$ cat config.mk
export PLATFORM = sky130hd
export DESIGN_NAME = alu_cmd_issuer
export DESIGN_NICKNAME = d
export VERILOG_FILES = /design/src/rtl/alu_pkg.sv /design/src/rtl/alu_cmd_fifo.sv /design/src/rtl/alu_cmd_issuer.sv
export SDC_FILE = /design/constraint.sdc
export NUM_CORES = 1
export LEC_CHECK = 0
export CAP_MARGIN = 20
export CORE_ASPECT_RATIO = 1.75
export CORE_MARGIN = 5
export CORE_UTILIZATION = 45
export CTS_CLUSTER_DIAMETER = 30
export CTS_CLUSTER_SIZE = 14
export DETAILED_ROUTE_END_ITERATION = 10
export GPL_TIMING_DRIVEN = 0
export HOLD_SLACK_MARGIN = 0.03
export PLACE_DENSITY = 0.69
export SYNTH_ARGS = -nofsm -noshare
export SYNTH_HDL_FRONTEND = slang
export SYNTH_SLANG_ARGS = --single-unit
$ cat constraint.sdc
create_clock -name clk -period 4.1 [get_ports clk]
set_input_delay 0.615 -clock clk [delete_from_list [all_inputs] [get_ports clk]]
set_output_delay 0.615 -clock clk [all_outputs]
set_load 0.02 [all_outputs]
$ cat src/rtl/alu_pkg.sv
`default_nettype none
// ============================================================================
//  Module      : alu_pkg
//  Description : Shared types and constants for the ALU command issuer.
//                ALU_N fixes the operand/result width carried in the
//                command and response records; it must match the N
//                parameter of alu_cmd_issuer.
//  Revision    : 1.0 - initial release
// ============================================================================
package alu_pkg;

   localparam int ALU_N = 16;

   localparam logic OP_ADD      = 1'b0;
   localparam logic OP_MULTIPLY = 1'b1;

   typedef struct packed {
      logic             op;
      logic [ALU_N-1:0] a;
      logic [ALU_N-1:0] b;
   } alu_cmd_t;

   typedef struct packed {
      logic             op;
      logic [ALU_N-1:0] result;
      logic             ov;
      logic             uv;
   } alu_rsp_t;

   // Clamp a result to the signed range limits when the ALU flags a wrap.
   function automatic logic [ALU_N-1:0] sat_result(input logic [ALU_N-1:0] raw,
                                                   input logic             ov,
                                                   input logic             uv);
      logic [ALU_N-1:0] v;
      v = raw;
      if (ov)
         v = {1'b0, {(ALU_N-1){1'b1}}};
      else if (uv)
         v = {1'b1, {(ALU_N-1){1'b0}}};
      return v;
   endfunction

endpackage
`default_nettype wire

$ cat src/rtl/alu_cmd_fifo.sv
`default_nettype none
// ============================================================================
//  Module      : alu_cmd_fifo
//  Description : Synchronous command FIFO. A push is refused while full, a
//                pop is ignored while empty; pointers wrap modulo DEPTH.
//  Revision    : 1.0 - initial release
// ============================================================================
module alu_cmd_fifo
   import alu_pkg::*;
#(
   parameter int DEPTH = 4
) (
   input  logic                         clk,
   input  logic                         rst_n,
   input  logic                         i_push,
   input  alu_cmd_t                     i_data,
   input  logic                         i_pop,
   output alu_cmd_t                     o_data,
   output logic                         o_full,
   output logic                         o_empty,
   output logic [$clog2(DEPTH+1)-1:0]   o_level
);

   localparam int AW = $clog2(DEPTH);
   localparam int LW = $clog2(DEPTH+1);

   alu_cmd_t          r_mem [DEPTH];
   logic [AW-1:0]     r_wr_ptr;
   logic [AW-1:0]     r_rd_ptr;
   logic [LW-1:0]     r_level;
   logic              w_do_push;
   logic              w_do_pop;

   assign o_full    = (r_level == LW'(DEPTH));
   assign o_empty   = (r_level == '0);
   assign o_level   = r_level;
   assign o_data    = r_mem[r_rd_ptr];
   assign w_do_push = i_push & ~o_full;
   assign w_do_pop  = i_pop & ~o_empty;

   // Pointer and occupancy tracking; DEPTH is a power of two so pointers wrap naturally.
   always_ff @(posedge clk or negedge rst_n) begin
      if (!rst_n) begin
         r_wr_ptr <= '0;
         r_rd_ptr <= '0;
         r_level  <= '0;
      end else begin
         if (w_do_push)
            r_wr_ptr <= r_wr_ptr + 1'b1;
         if (w_do_pop)
            r_rd_ptr <= r_rd_ptr + 1'b1;
         case ({w_do_push, w_do_pop})
            2'b10:   r_level <= r_level + 1'b1;
            2'b01:   r_level <= r_level - 1'b1;
            default: r_level <= r_level;
         endcase
      end
   end

   // Storage array; contents are don't-care until written, so no reset.
   always_ff @(posedge clk) begin
      if (w_do_push)
         r_mem[r_wr_ptr] <= i_data;
   end

endmodule
`default_nettype wire

$ cat src/rtl/alu_cmd_issuer.sv
`default_nettype none
// ============================================================================
//  Module      : alu_cmd_issuer
//  Description : Command front-end and response collector for a registered
//                (1-cycle) add/multiply ALU. Commands are queued, issued at
//                most one per cycle under a 2-credit rule, and results are
//                captured into a 2-entry valid/ready response buffer with
//                sticky overflow/underflow status.
//  Config      : ALU_ISSUER_SAT_EN - saturate captured results on ov/uv.
//  Revision    : 1.0 - initial release
// ============================================================================
module alu_cmd_issuer
   import alu_pkg::*;
#(
   parameter int N     = 16,
   parameter int DEPTH = 4
) (
   input  logic                         clk,
   input  logic                         rst_n,
   input  logic                         cmd_valid,
   output logic                         cmd_ready,
   input  logic                         cmd_op,
   input  logic [N-1:0]                 cmd_a,
   input  logic [N-1:0]                 cmd_b,
   output logic                         alu_op_sel,
   output logic [N-1:0]                 alu_a,
   output logic [N-1:0]                 alu_b,
   input  logic [N-1:0]                 alu_result,
   input  logic                         alu_ov,
   input  logic                         alu_uv,
   output logic                         rsp_valid,
   input  logic                         rsp_ready,
   output logic                         rsp_op,
   output logic [N-1:0]                 rsp_result,
   output logic                         rsp_ov,
   output logic                         rsp_uv,
   input  logic                         clr_sticky,
   output logic                         sticky_ov,
   output logic                         sticky_uv,
   output logic [$clog2(DEPTH+1)-1:0]   fifo_level
);

   alu_cmd_t      w_push_data;
   alu_cmd_t      w_head;
   logic          w_fifo_full;
   logic          w_fifo_empty;
   logic          w_issue;
   logic          w_rsp_pop;
   logic [2:0]    w_credit_used;
   logic [N-1:0]  w_cap_result;
   alu_rsp_t      w_cap_entry;

   logic          r_in_flight;
   logic          r_op_pipe;
   alu_rsp_t      r_rsp_mem [2];
   logic          r_rsp_wr;
   logic          r_rsp_rd;
   logic [1:0]    r_rsp_cnt;
   logic          r_sticky_ov;
   logic          r_sticky_uv;

   assign w_push_data = '{op: cmd_op, a: cmd_a, b: cmd_b};
   assign cmd_ready   = ~w_fifo_full;

   alu_cmd_fifo #(
      .DEPTH   (DEPTH)
   ) u_cmd_fifo (
      .clk     (clk),
      .rst_n   (rst_n),
      .i_push  (cmd_valid),
      .i_data  (w_push_data),
      .i_pop   (w_issue),
      .o_data  (w_head),
      .o_full  (w_fifo_full),
      .o_empty (w_fifo_empty),
      .o_level (fifo_level)
   );

   // Credits: buffered responses plus the one in the ALU, minus the one leaving this cycle.
   assign w_rsp_pop     = rsp_valid & rsp_ready;
   assign w_credit_used = 3'(r_rsp_cnt) + 3'(r_in_flight) - 3'(w_rsp_pop);
   assign w_issue       = ~w_fifo_empty & (w_credit_used < 3'd2);

   // Drive the FIFO head onto the ALU when issuing; otherwise hold idle operands at zero.
   always_comb begin
      alu_op_sel = OP_ADD;
      alu_a      = '0;
      alu_b      = '0;
      if (w_issue) begin
         alu_op_sel = w_head.op;
         alu_a      = w_head.a;
         alu_b      = w_head.b;
      end
   end

   // Track the single ALU pipeline stage and the op travelling with it.
   always_ff @(posedge clk or negedge rst_n) begin
      if (!rst_n) begin
         r_in_flight <= 1'b0;
         r_op_pipe   <= 1'b0;
      end else begin
         r_in_flight <= w_issue;
         r_op_pipe   <= w_issue ? w_head.op : 1'b0;
      end
   end

`ifdef ALU_ISSUER_SAT_EN
   assign w_cap_result = sat_result(alu_result, alu_ov, alu_uv);
`else
   assign w_cap_result = alu_result;
`endif

   assign w_cap_entry = '{op: r_op_pipe, result: w_cap_result, ov: alu_ov, uv: alu_uv};

   // Two-entry response buffer; the credit rule prevents a push into a full buffer.
   always_ff @(posedge clk or negedge rst_n) begin
      if (!rst_n) begin
         r_rsp_mem[0] <= '0;
         r_rsp_mem[1] <= '0;
         r_rsp_wr     <= 1'b0;
         r_rsp_rd     <= 1'b0;
         r_rsp_cnt    <= 2'd0;
      end else begin
         if (r_in_flight) begin
            r_rsp_mem[r_rsp_wr] <= w_cap_entry;
            r_rsp_wr            <= ~r_rsp_wr;
         end
         if (w_rsp_pop)
            r_rsp_rd <= ~r_rsp_rd;
         case ({r_in_flight, w_rsp_pop})
            2'b10:   r_rsp_cnt <= r_rsp_cnt + 2'd1;
            2'b01:   r_rsp_cnt <= r_rsp_cnt - 2'd1;
            default: r_rsp_cnt <= r_rsp_cnt;
         endcase
      end
   end

   assign rsp_valid  = (r_rsp_cnt != 2'd0);
   assign rsp_op     = r_rsp_mem[r_rsp_rd].op;
   assign rsp_result = r_rsp_mem[r_rsp_rd].result;
   assign rsp_ov     = r_rsp_mem[r_rsp_rd].ov;
   assign rsp_uv     = r_rsp_mem[r_rsp_rd].uv;

   // Sticky status: a flagged capture wins over a simultaneous clear.
   always_ff @(posedge clk or negedge rst_n) begin
      if (!rst_n) begin
         r_sticky_ov <= 1'b0;
         r_sticky_uv <= 1'b0;
      end else begin
         if (r_in_flight & alu_ov)
            r_sticky_ov <= 1'b1;
         else if (clr_sticky)
            r_sticky_ov <= 1'b0;
         if (r_in_flight & alu_uv)
            r_sticky_uv <= 1'b1;
         else if (clr_sticky)
            r_sticky_uv <= 1'b0;
      end
   end

   assign sticky_ov = r_sticky_ov;
   assign sticky_uv = r_sticky_uv;

endmodule
`default_nettype wire

# ---- Word level (Yosys, flattened, before mapping)
# Memories as Yosys holds them, arrays and structs flattened.
# Cells that the tools add are included.
dict set report word_totals {
  memories 1
  ff_bits 53
  output_inout_bits 59
  word_cells 71
  mem_bits_rw 132
  input_bits 56
}
dict set report op_classes {
  add_sub_neg 8
  n_lt_le_gt_ge 4
  n_bitwise 12
  eq_ne 5
  reduce_logical 7
  mux 16
}
# name depth width rd rd_clocked_by_memory_dff wr line_no
set memory_table {}
lappend memory_table {u_cmd_fifo.r_mem 4 33 1 0 1 alu_cmd_fifo.sv:27} ;# alu_cmd_t r_mem [DEPTH];
# op count
set ops {}
lappend ops {{2-to-1 mux 19 bit} 4}
lappend ops {{bitwise mux 38 bit} 1}
lappend ops {{2-to-1 mux 16 bit} 2}
lappend ops {{demux 19 bit (select 1 bit)} 1}
lappend ops {{nonzero test 2 bit} 5}
lappend ops {{adder 2 x 1 -> 2 bit (second input constant)} 3}
lappend ops {{AND 1 bit} 6}
lappend ops {{2-to-1 mux 1 bit} 6}
lappend ops {{one-hot mux 3 bit (2 select lines)} 1}
lappend ops {{equality test 2 x 1 -> 1 bit (second input constant)} 2}
lappend ops {{equality test 2 bit (second input constant)} 2}
lappend ops {{>= comparator 2 bit (second input constant)} 2}
lappend ops {{NOT 1 bit} 4}
lappend ops {{NOT 1 -> 2 bit} 2}
lappend ops {{one-hot mux 2 bit (2 select lines)} 1}
lappend ops {{adder 2 x 1 -> 3 bit} 1}
lappend ops {{adder 3 x 1 -> 3 bit (second input constant)} 1}
lappend ops {{equality test 3 bit (second input constant)} 1}
lappend ops {{zero test 3 bit} 1}
lappend ops {{less-than comparator 3 x 2 -> 1 bit (second input constant)} 1}
lappend ops {{subtractor 3 x 1 -> 3 bit} 1}
lappend ops {{subtractor 3 x 1 -> 3 bit (second input constant)} 1}
lappend ops {{less-than comparator 2 x 1 -> 1 bit (second input constant)} 1}
lappend ops {{subtractor 2 x 1 -> 2 bit (second input constant)} 1}
lappend ops {{logical AND 1 bit} 1}

# ---- Logic depth before layout (Yosys ltp)
# Gate-level depths: netlist of run 1.
dict set report logic_depth {
  depth_word 8
  depth_mapped 13
  mapped_depth_nobuf 13
}

# ---- Hierarchy
# From an unflattened synthesis of run 1, not the netlist that was laid out.
dict set report unflattened {
  hier_cells 383
  hier_area_um2 7467.2
}
# mod area_per_inst_um2 seq_area_each_um2 instances cells_per_inst
set modules_own_cells {}
lappend modules_own_cells {alu_cmd_fifo 5183.7 4139.0 1 211}
lappend modules_own_cells {alu_cmd_issuer 2283.4 1151.1 1 172}

# ---- Worst setup path after synthesis of run 1
# No wires, ideal clock.
dict set report synth_path {
  path_kind {input to register}
  from {input port rsp_ready}
  to {register u_cmd_fifo.r_level[2], in the netlist u_cmd_fifo.o_level[2]}
  setup_slack_ns 1.077
  t_arrival_ns 2.943
  t_required_ns 4.020
  setup_ns 0.080
  stages 13
  n_path_buf 0
  cell_sequence {and3b_1 -> a21oi_1 -> nand2b_1 -> fa_1 -> xnor2_1 -> nand2_1 -> inv_1 -> ha_1 -> inv_1 -> fa_1 -> xor2_1 -> nor2_1 -> xor2_1}
}
dict set report synth_via {
  elab_chain_cells 7
  elab_cells_between_ends 9
  cone_classes {add/sub (1); order compare (1); eq/ne (2); mux (1); bitwise (3); reduce/logical (1)}
}
# element line_no
set synth_lines {}
lappend synth_lines {{start: declaration} alu_cmd_issuer.sv:32} ;# input logic rsp_ready,
lappend synth_lines {{AND 1 bit (*)} alu_cmd_issuer.sv:80} ;# assign w_rsp_pop = rsp_valid & rsp_ready;
lappend synth_lines {{subtractor 3 x 1 -> 3 bit (*)} alu_cmd_issuer.sv:81} ;# assign w_credit_used = 3'(r_rsp_cnt) + 3'(r_in_flight) - 3'(w_rsp_pop);
lappend synth_lines {{less-than comparator 3 x 2 -> 1 bit (*)} alu_cmd_issuer.sv:82} ;# assign w_issue = ~w_fifo_empty & (w_credit_used < 3'd2);
lappend synth_lines {{AND 1 bit (*)} alu_cmd_issuer.sv:82}
lappend synth_lines {{net u_cmd_fifo.i_pop} alu_cmd_fifo.sv:17} ;# input logic i_pop,
lappend synth_lines {{AND 1 bit (*)} alu_cmd_fifo.sv:39} ;# assign w_do_pop = i_pop & ~o_empty;
lappend synth_lines {{equality test 2 x 1 -> 1 bit / equality test 2 bit (equally long branches)} alu_cmd_fifo.sv:52} ;# case ({w_do_push, w_do_pop})
lappend synth_lines {{one-hot mux 3 bit (2 select lines) / nonzero test 2 bit (equally long branches)} n/a}
lappend synth_lines {{end signal: assignment} alu_cmd_fifo.sv:53} ;# 2'b10: r_level <= r_level + 1'b1;
lappend synth_lines {{end signal: assignment} alu_cmd_fifo.sv:54} ;# 2'b01: r_level <= r_level - 1'b1;
lappend synth_lines {{end signal: assignment} alu_cmd_fifo.sv:55} ;# default: r_level <= r_level;
lappend synth_lines {{end: declaration} alu_cmd_fifo.sv:30} ;# logic [LW-1:0] r_level;
# Mark *: on every way through the listed nets, which the timed path passes. The rest lies on a longest branch.
# A chain may end at the register's enable or synchronous reset.

# ---- Worst setup path after layout of run 1
dict set report layout_path {
  from {input port rsp_ready}
  to {output port alu_a[8]}
}
dict set report layout_via {
  elab_chain_cells 5
}
# element line_no
set layout_lines {}
lappend layout_lines {{AND 1 bit} alu_cmd_issuer.sv:80}
lappend layout_lines {{subtractor 3 x 1 -> 3 bit} alu_cmd_issuer.sv:81}
lappend layout_lines {{less-than comparator 3 x 2 -> 1 bit} alu_cmd_issuer.sv:82}
lappend layout_lines {{AND 1 bit} alu_cmd_issuer.sv:82}
lappend layout_lines {{2-to-1 mux 16 bit} alu_cmd_issuer.sv:89} ;# if (w_issue) begin
lappend layout_lines {{end: declaration} alu_cmd_issuer.sv:26} ;# output logic [N-1:0] alu_a,
# Every way passes these cells.

==> metrics.cfg, run 1 <==
[layout]
final_util = 0.591
post_route_cells_drive_above_1_share = 0.282
num-nets-final = 585
final_common_cell = edfxtp_1
mostFrequentLayoutCells = edfxtp_1, clkdlybuf4s50_1, mux2_2, dfrtp_1, and3_1
stdcell_count = 759
n_antenna_cell = 0
area_growth_pct = 30.1
final_area_sq_mm = 0.00967

[timing]
post-route-period-util = 0.974
skew_ns = 0.0106
hold_violations = 0
rsz0062_at_grt = yes
setup_viol_count_final = 0
worst_hold_slack_ns = 0.138
timing.setup.tns_ns = 0
relSlewSlack = 0.598
max_clock_freq_mhz = 250
drv_slew = 0
worst_pin_slew_ns = 0.602
finalWorstSetupSlack_ns = 0.106
fin_crit_ns = 3.99

[placed_design]
pre_cts_slack_ns = -0.451
gp_congestion = 0.721
post_dp_cell_area_sq_mm = 0.00895
dp_hpwl_mm = 9.72
place_inst = 726
port-buffer-count = 114

[detailed_routing]
wl_mm = 14.5
drc = 0
vias_per_cell = 5.13
drt-initial-drc-count = 167
ant_nets = 0
avgRoutedWirePerCell_um = 19.1
vias = 3895
first_pass_iters = 4

[die]
ios = 115
die_area_sq_mm = 0.0193
std_cell_rows = 62
fp.dieH_um = 180
initial_core_util = 0.454
core_sq_mm = 0.0164
dieWidth_um = 107

[synth]
ys_seq_area_frac = 0.712
synth-main-ff-cell = edfxtp_1
synth_top_cell_by_area = edfxtp_1
synthXorXnorAreaFrac = 0.0118
syn_nets = 446
synth-async-reset-ratio = 0.286
yosys_register_bits = 185
synth_compound_area_frac = 0.00455
syn_inst = 383
avgSynthCellArea_sq_um = 19.4
synth_fa_ha_area_frac = 0.0138
yosys.area.top_type_share = 0.533
synthesis.area_sq_mm = 0.00743
synth-simple-area-share = 0.0443
synth.distinct_cells = 32
ys_warn_count = 0
synth_edf_count = 132
muxShareOfSynthArea = 0.192
synth_top_family_by_area = multiplexers
ys_top_cells_by_area = edfxtp_1, dfrtp_1, mux2_2

[global_route]
grt_busiest_layer = met2
grt_antenna_before_repair = 0
use_met2 = 0.286
grt_remaining_overflow = 0
grt_pass1_vias = 4431
use_met3 = 0.0355
use_met1 = 0.184
grt_max_degree = 35
gr-usage-all-layers = 0.160
grt_pass1_wl_mm = 23.6

[setup_path]
critPathLaunchType = primary input
critical_path.max_fanout = 10
crit_type = in -> out
worstSetupStartpoint = rsp_ready
end_kind = output pin
crit_arrival_ns = 3.38
worstPathRequired_ns = 3.48
rr_startpoint = r_rsp_cnt[1]

[flow_run]
maxCapViolCount = 0

[clock_tree]
cts-root-buf = clkbuf_16
cts_hold_buf = 0
h-tree-depth = 4
clock_latency_ns = 0.43
clock-sinks = 185
cts_tree = built
cts_buffer_depth = 2
clk_pin_slew_ns = 0.08
cts_buffers = 17

[power_and_ir_drop]
power_density_mw_per_mm2 = 849
p_leak_nw = 3.94
peakVddDrop_mv = 0.550
total_power_mw = 8.21

[run_status]
outcome = finished clean

[hold_path]
hold_path.class = in -> async

layout make-up:
| cell class | instances | area [sq um] |
|---|---|---|
| Clock inverter | 15 | 188 |
| Inverter | 10 | 37.5 |
| Multi-Input combinational cell | 168 | 2010 |
| Tap cell | 224 | 280 |
| Buffer | 20 | 143 |
| Timing Repair Buffer | 120 | 1300 |
| Fill cell | 1258 | 6700 |
| Sequential cell | 185 | 5290 |
| Clock buffer | 17 | 425 |
what timing repair did:
item                                   4_1_cts  5_1_grt
buffers inserted                             1        0
pin swaps                                    1        0
resized for setup                           15       31
endpoints found under the hold margin        0        0
setup endpoints to repair                   33       26
cell usage after synthesis, types with 2 or more instances:
master,number
a21oi_1,3
mux2_2,57
o21ai_0,2
xnor2_1,7
xor2_1,3
mux4_2,28
and3_1,37
inv_1,10
ha_1,5
clkbuf_1,9
nand2_1,4
dfrtp_1,53
buf_2,5
edfxtp_1,132
nand2b_1,2
fa_1,2
mux4_1,5
buf_6,5
critical path, cell delays in order:
cell             delay [ns]
clkdlybuf4s50_1        0.54
and3b_1                0.24
a21oi_1                0.08
nand2b_1               0.17
fa_1                   0.49
o31a_1                 0.12
buf_4                  0.15
clkbuf_4               0.21
and3_1                 0.16
clkdlybuf4s50_1        0.60
state kept, by name (all words and copies together) (netlist names):
name,cells
r_rsp_cnt,2
u_cmd_fifo.r_mem,132
r_rsp_rd,1
r_rsp_wr,1
r_rsp_mem,38
u_cmd_fifo.r_wr_ptr,2
u_cmd_fifo.o_level,3
r_op_pipe,1
sticky_ov,1
sticky_uv,1
u_cmd_fifo.r_rd_ptr,2
r_in_flight,1
layer usage:
layer / share of wire / wire [um]
met1: 0.38 / 5550
met2: 0.55 / 7980
met3: 0.054 / 784
met4: 0.012 / 180
met5: 0 / 0
cells by family (layout without fill, tap and decap cells):
| kind of cell | after synthesis | in the layout |
|---|---|---|
| flip-flops | 185 | 185 |
| buffers and inverters | 30 | 182 |
| AO/OA/AOI/OAI | 6 | 6 |
| XOR/XNOR | 10 | 10 |
| multiplexers | 92 | 92 |
| AND/OR/NAND/NOR | 53 | 53 |
| adder cells (fa/ha/maj) | 7 | 7 |
power breakdown:
part,switching (mW),internal (mW)
clock network,0.823,0.842
registers,0.198,2.57
logic,1.86,1.91
worst paths after layout:
path                            depth (start not counted)                     to  slack, ns
worst max-delay path                                   10               alu_a[8]       0.11
worst min-delay path                                    1          r_rsp_mem[15]       0.14
worst max register to register                         13  u_cmd_fifo.o_level[2]       0.90
worst min register to register                          1          r_rsp_mem[18]       0.50
max in group asynchronous                               2          r_rsp_mem[25]       3.41
min in group clk                                        1          r_rsp_mem[18]       0.50
(Power assumes the default switching activity.)
==> inputs of run 2 (changes only) <==
Settings changed: SETUP_SLACK_MARGIN from default to 0.15.
==> run 2 against run 1 <==
Effect of this change: sequential cell count stayed put; combinational power is 2% lower; non-clock buffer count is 1 higher; final area is 0.50% lower; core utilization is 0.30 points lower; sequential power hardly changed; highest routed layer unchanged; global-route usage stayed put; via count is 0.49% lower; clock power hardly changed; register-to-register slack better by 0.03 ns; setup slack better by 0.19 ns; clock-buffer cell count stayed put.
==> metrics.cfg, run 2 (synthesis gave the netlist of run 1 again) <==
[power_and_ir_drop]
total_power_mw = 8.14
power_density_mw_per_mm2 = 846
peakVddDrop_mv = 0.540
p_leak_nw = 3.74

[detailed_routing]
drc = 0
ant_nets = 0
first_pass_iters = 4
wl_mm = 14.5
vias_per_cell = 5.10
drt-initial-drc-count = 172
avgRoutedWirePerCell_um = 19.1
vias = 3876

[setup_path]
crit_type = in -> out
r2r_slack_ns = 0.93
critPathSlowestCell = clkdlybuf4s50_1
critical_path.max_fanout = 10
critPathMaxStageDelay_ns = 0.54
reg2reg_to = u_cmd_fifo.o_level[2]
crit_arrival_ns = 3.19
critPathLaunchType = primary input
rr_startpoint = r_rsp_cnt[1]
end_kind = output pin
worstPathRequired_ns = 3.48
rr_worst_depth = 14
worstSetupStartpoint = rsp_ready
path_cells = clkdlybuf4s50_1 -> and3b_1 -> a21oi_1 -> nand2b_1 -> fa_1 -> xnor2_4 -> buf_4 -> clkbuf_8 -> and3_1 -> dlygate4sd2_1
crit_end = alu_b[8]

[timing]
drv_slew = 0
fin_crit_ns = 3.81
max_clock_freq_mhz = 263
hold_violations = 0
post-route-period-util = 0.929
relSlewSlack = 0.598
worst_pin_slew_ns = 0.602
rsz0062_at_grt = no
setup_viol_count_final = 0
skew_ns = 0.0105

[die]
std_cell_rows = 62
fp.dieH_um = 180
die_area_sq_mm = 0.0193
dieWidth_um = 107
initial_core_util = 0.454
ios = 115
core_sq_mm = 0.0164

[placed_design]
gp_congestion = 0.721
port-buffer-count = 114
post_dp_cell_area_sq_mm = 0.00895
dp_hpwl_mm = 9.72

[clock_tree]
cts_buffer_depth = 2
clock-sinks = 185
h-tree-depth = 4
cts_tree = built
cts-root-buf = clkbuf_16
clk_pin_slew_ns = 0.08
clock_latency_ns = 0.43
cts_buffers = 17
cts_hold_buf = 0

[layout]
post_route_cells_drive_above_1_share = 0.284
final_area_sq_mm = 0.00962
n_antenna_cell = 0
area_growth_pct = 29.5
fillCellCount = 1267
final_common_cell = edfxtp_1
final_util = 0.588
top_register = u_cmd_fifo.r_mem
num-nets-final = 586
largest_register_ffs = 132
mostFrequentLayoutCells = edfxtp_1, clkdlybuf4s50_1, mux2_2, dfrtp_1, and3_1

[global_route]
gr-usage-all-layers = 0.160
grt_pass1_wl_mm = 23.6
grt_max_degree = 35
grt_antenna_before_repair = 0
grt_remaining_overflow = 0
grt_pass1_vias = 4431

[hold_path]
hold_path.class = in -> async

[run_status]
outcome = finished clean

[flow_run]
maxCapViolCount = 0

-- run 2: changes by cell type in the layout (fill, tap and decap cells not counted), moves of 2 or more --
cell             change
clkdlybuf4s15_1      +3
clkbuf_4             -2
dlygate4sd2_1       +20
dlymetal6s2s_1      -19
clkbuf_8             +3
clkdlybuf4s50_1      -4
-- run 2: repair_timing --
item / in CTS / in global routing
pin swaps: 1 / 1
buffers inserted: 1 / 1
setup endpoints to repair: 33 / 11
resized for setup: 42 / 10
cloned: 0 / 0
-- run 2: worst max-delay path, delay by kind of cell --
kind                       cells  cell delay, ns
xor gates and xnor gates       1            0.25
adders and majority gates      1            0.46
and+or+nand+nor                3            0.58
AOI/OAI and AO/OA              1            0.08
buffers and inverters          4            1.22
-- run 2: worst min path at each step --
stage / startpoint / endpoint / cells after the start
floorplan: rst_n / r_in_flight / 0
global placement: r_op_pipe / r_rsp_mem[18] / 1
detailed placement: r_rsp_mem[18] / r_rsp_mem[18] / 1
CTS: rst_n / r_rsp_mem[15] / 1
global route: rst_n / r_rsp_mem[15] / 1
finish: rst_n / r_rsp_mem[15] / 1
-- run 2: layout make-up --
cell class                      count  area [sq um]  share of cell area
Tap cell                          224           280              0.0291
Timing Repair Buffer              121          1240               0.128
Sequential cell                   185          5290               0.550
Multi-Input combinational cell    168          2010               0.208
Buffer                             20           159              0.0165
Clock buffer                       17           425              0.0442
Inverter                           10          37.5             0.00390
Clock inverter                     15           188              0.0195
-- run 2: routing by layer --
layer	up-vias	global-route usage	part of all wire
li1	1776	-	-
met1	1992	0.184	0.38
met2	96	0.286	0.55
met3	12	0.0355	0.053
met4	0	0.0599	0.012
met5	-	0	0
-- run 2: where the power goes --
part	switching (mW)	internal, mW
Sequential	0.197	2.57
Clock	0.824	0.842
Combinational	1.87	1.84
Total	2.89	5.25
-- run 2: through the flow --
step	setup TNS (ns)	hold slack, ns	cells	setup slack, ns
2_1_floorplan	0	0.319	383	1.08
3_3_place_gp	-10.20	0.479	721	-0.381
3_5_place_dp	-11.98	0.487	726	-0.451
4_1_cts	0	0.134	759	0.0124
5_1_grt	0	0.170	760	0.153
6_report	0	0.137	760	0.292
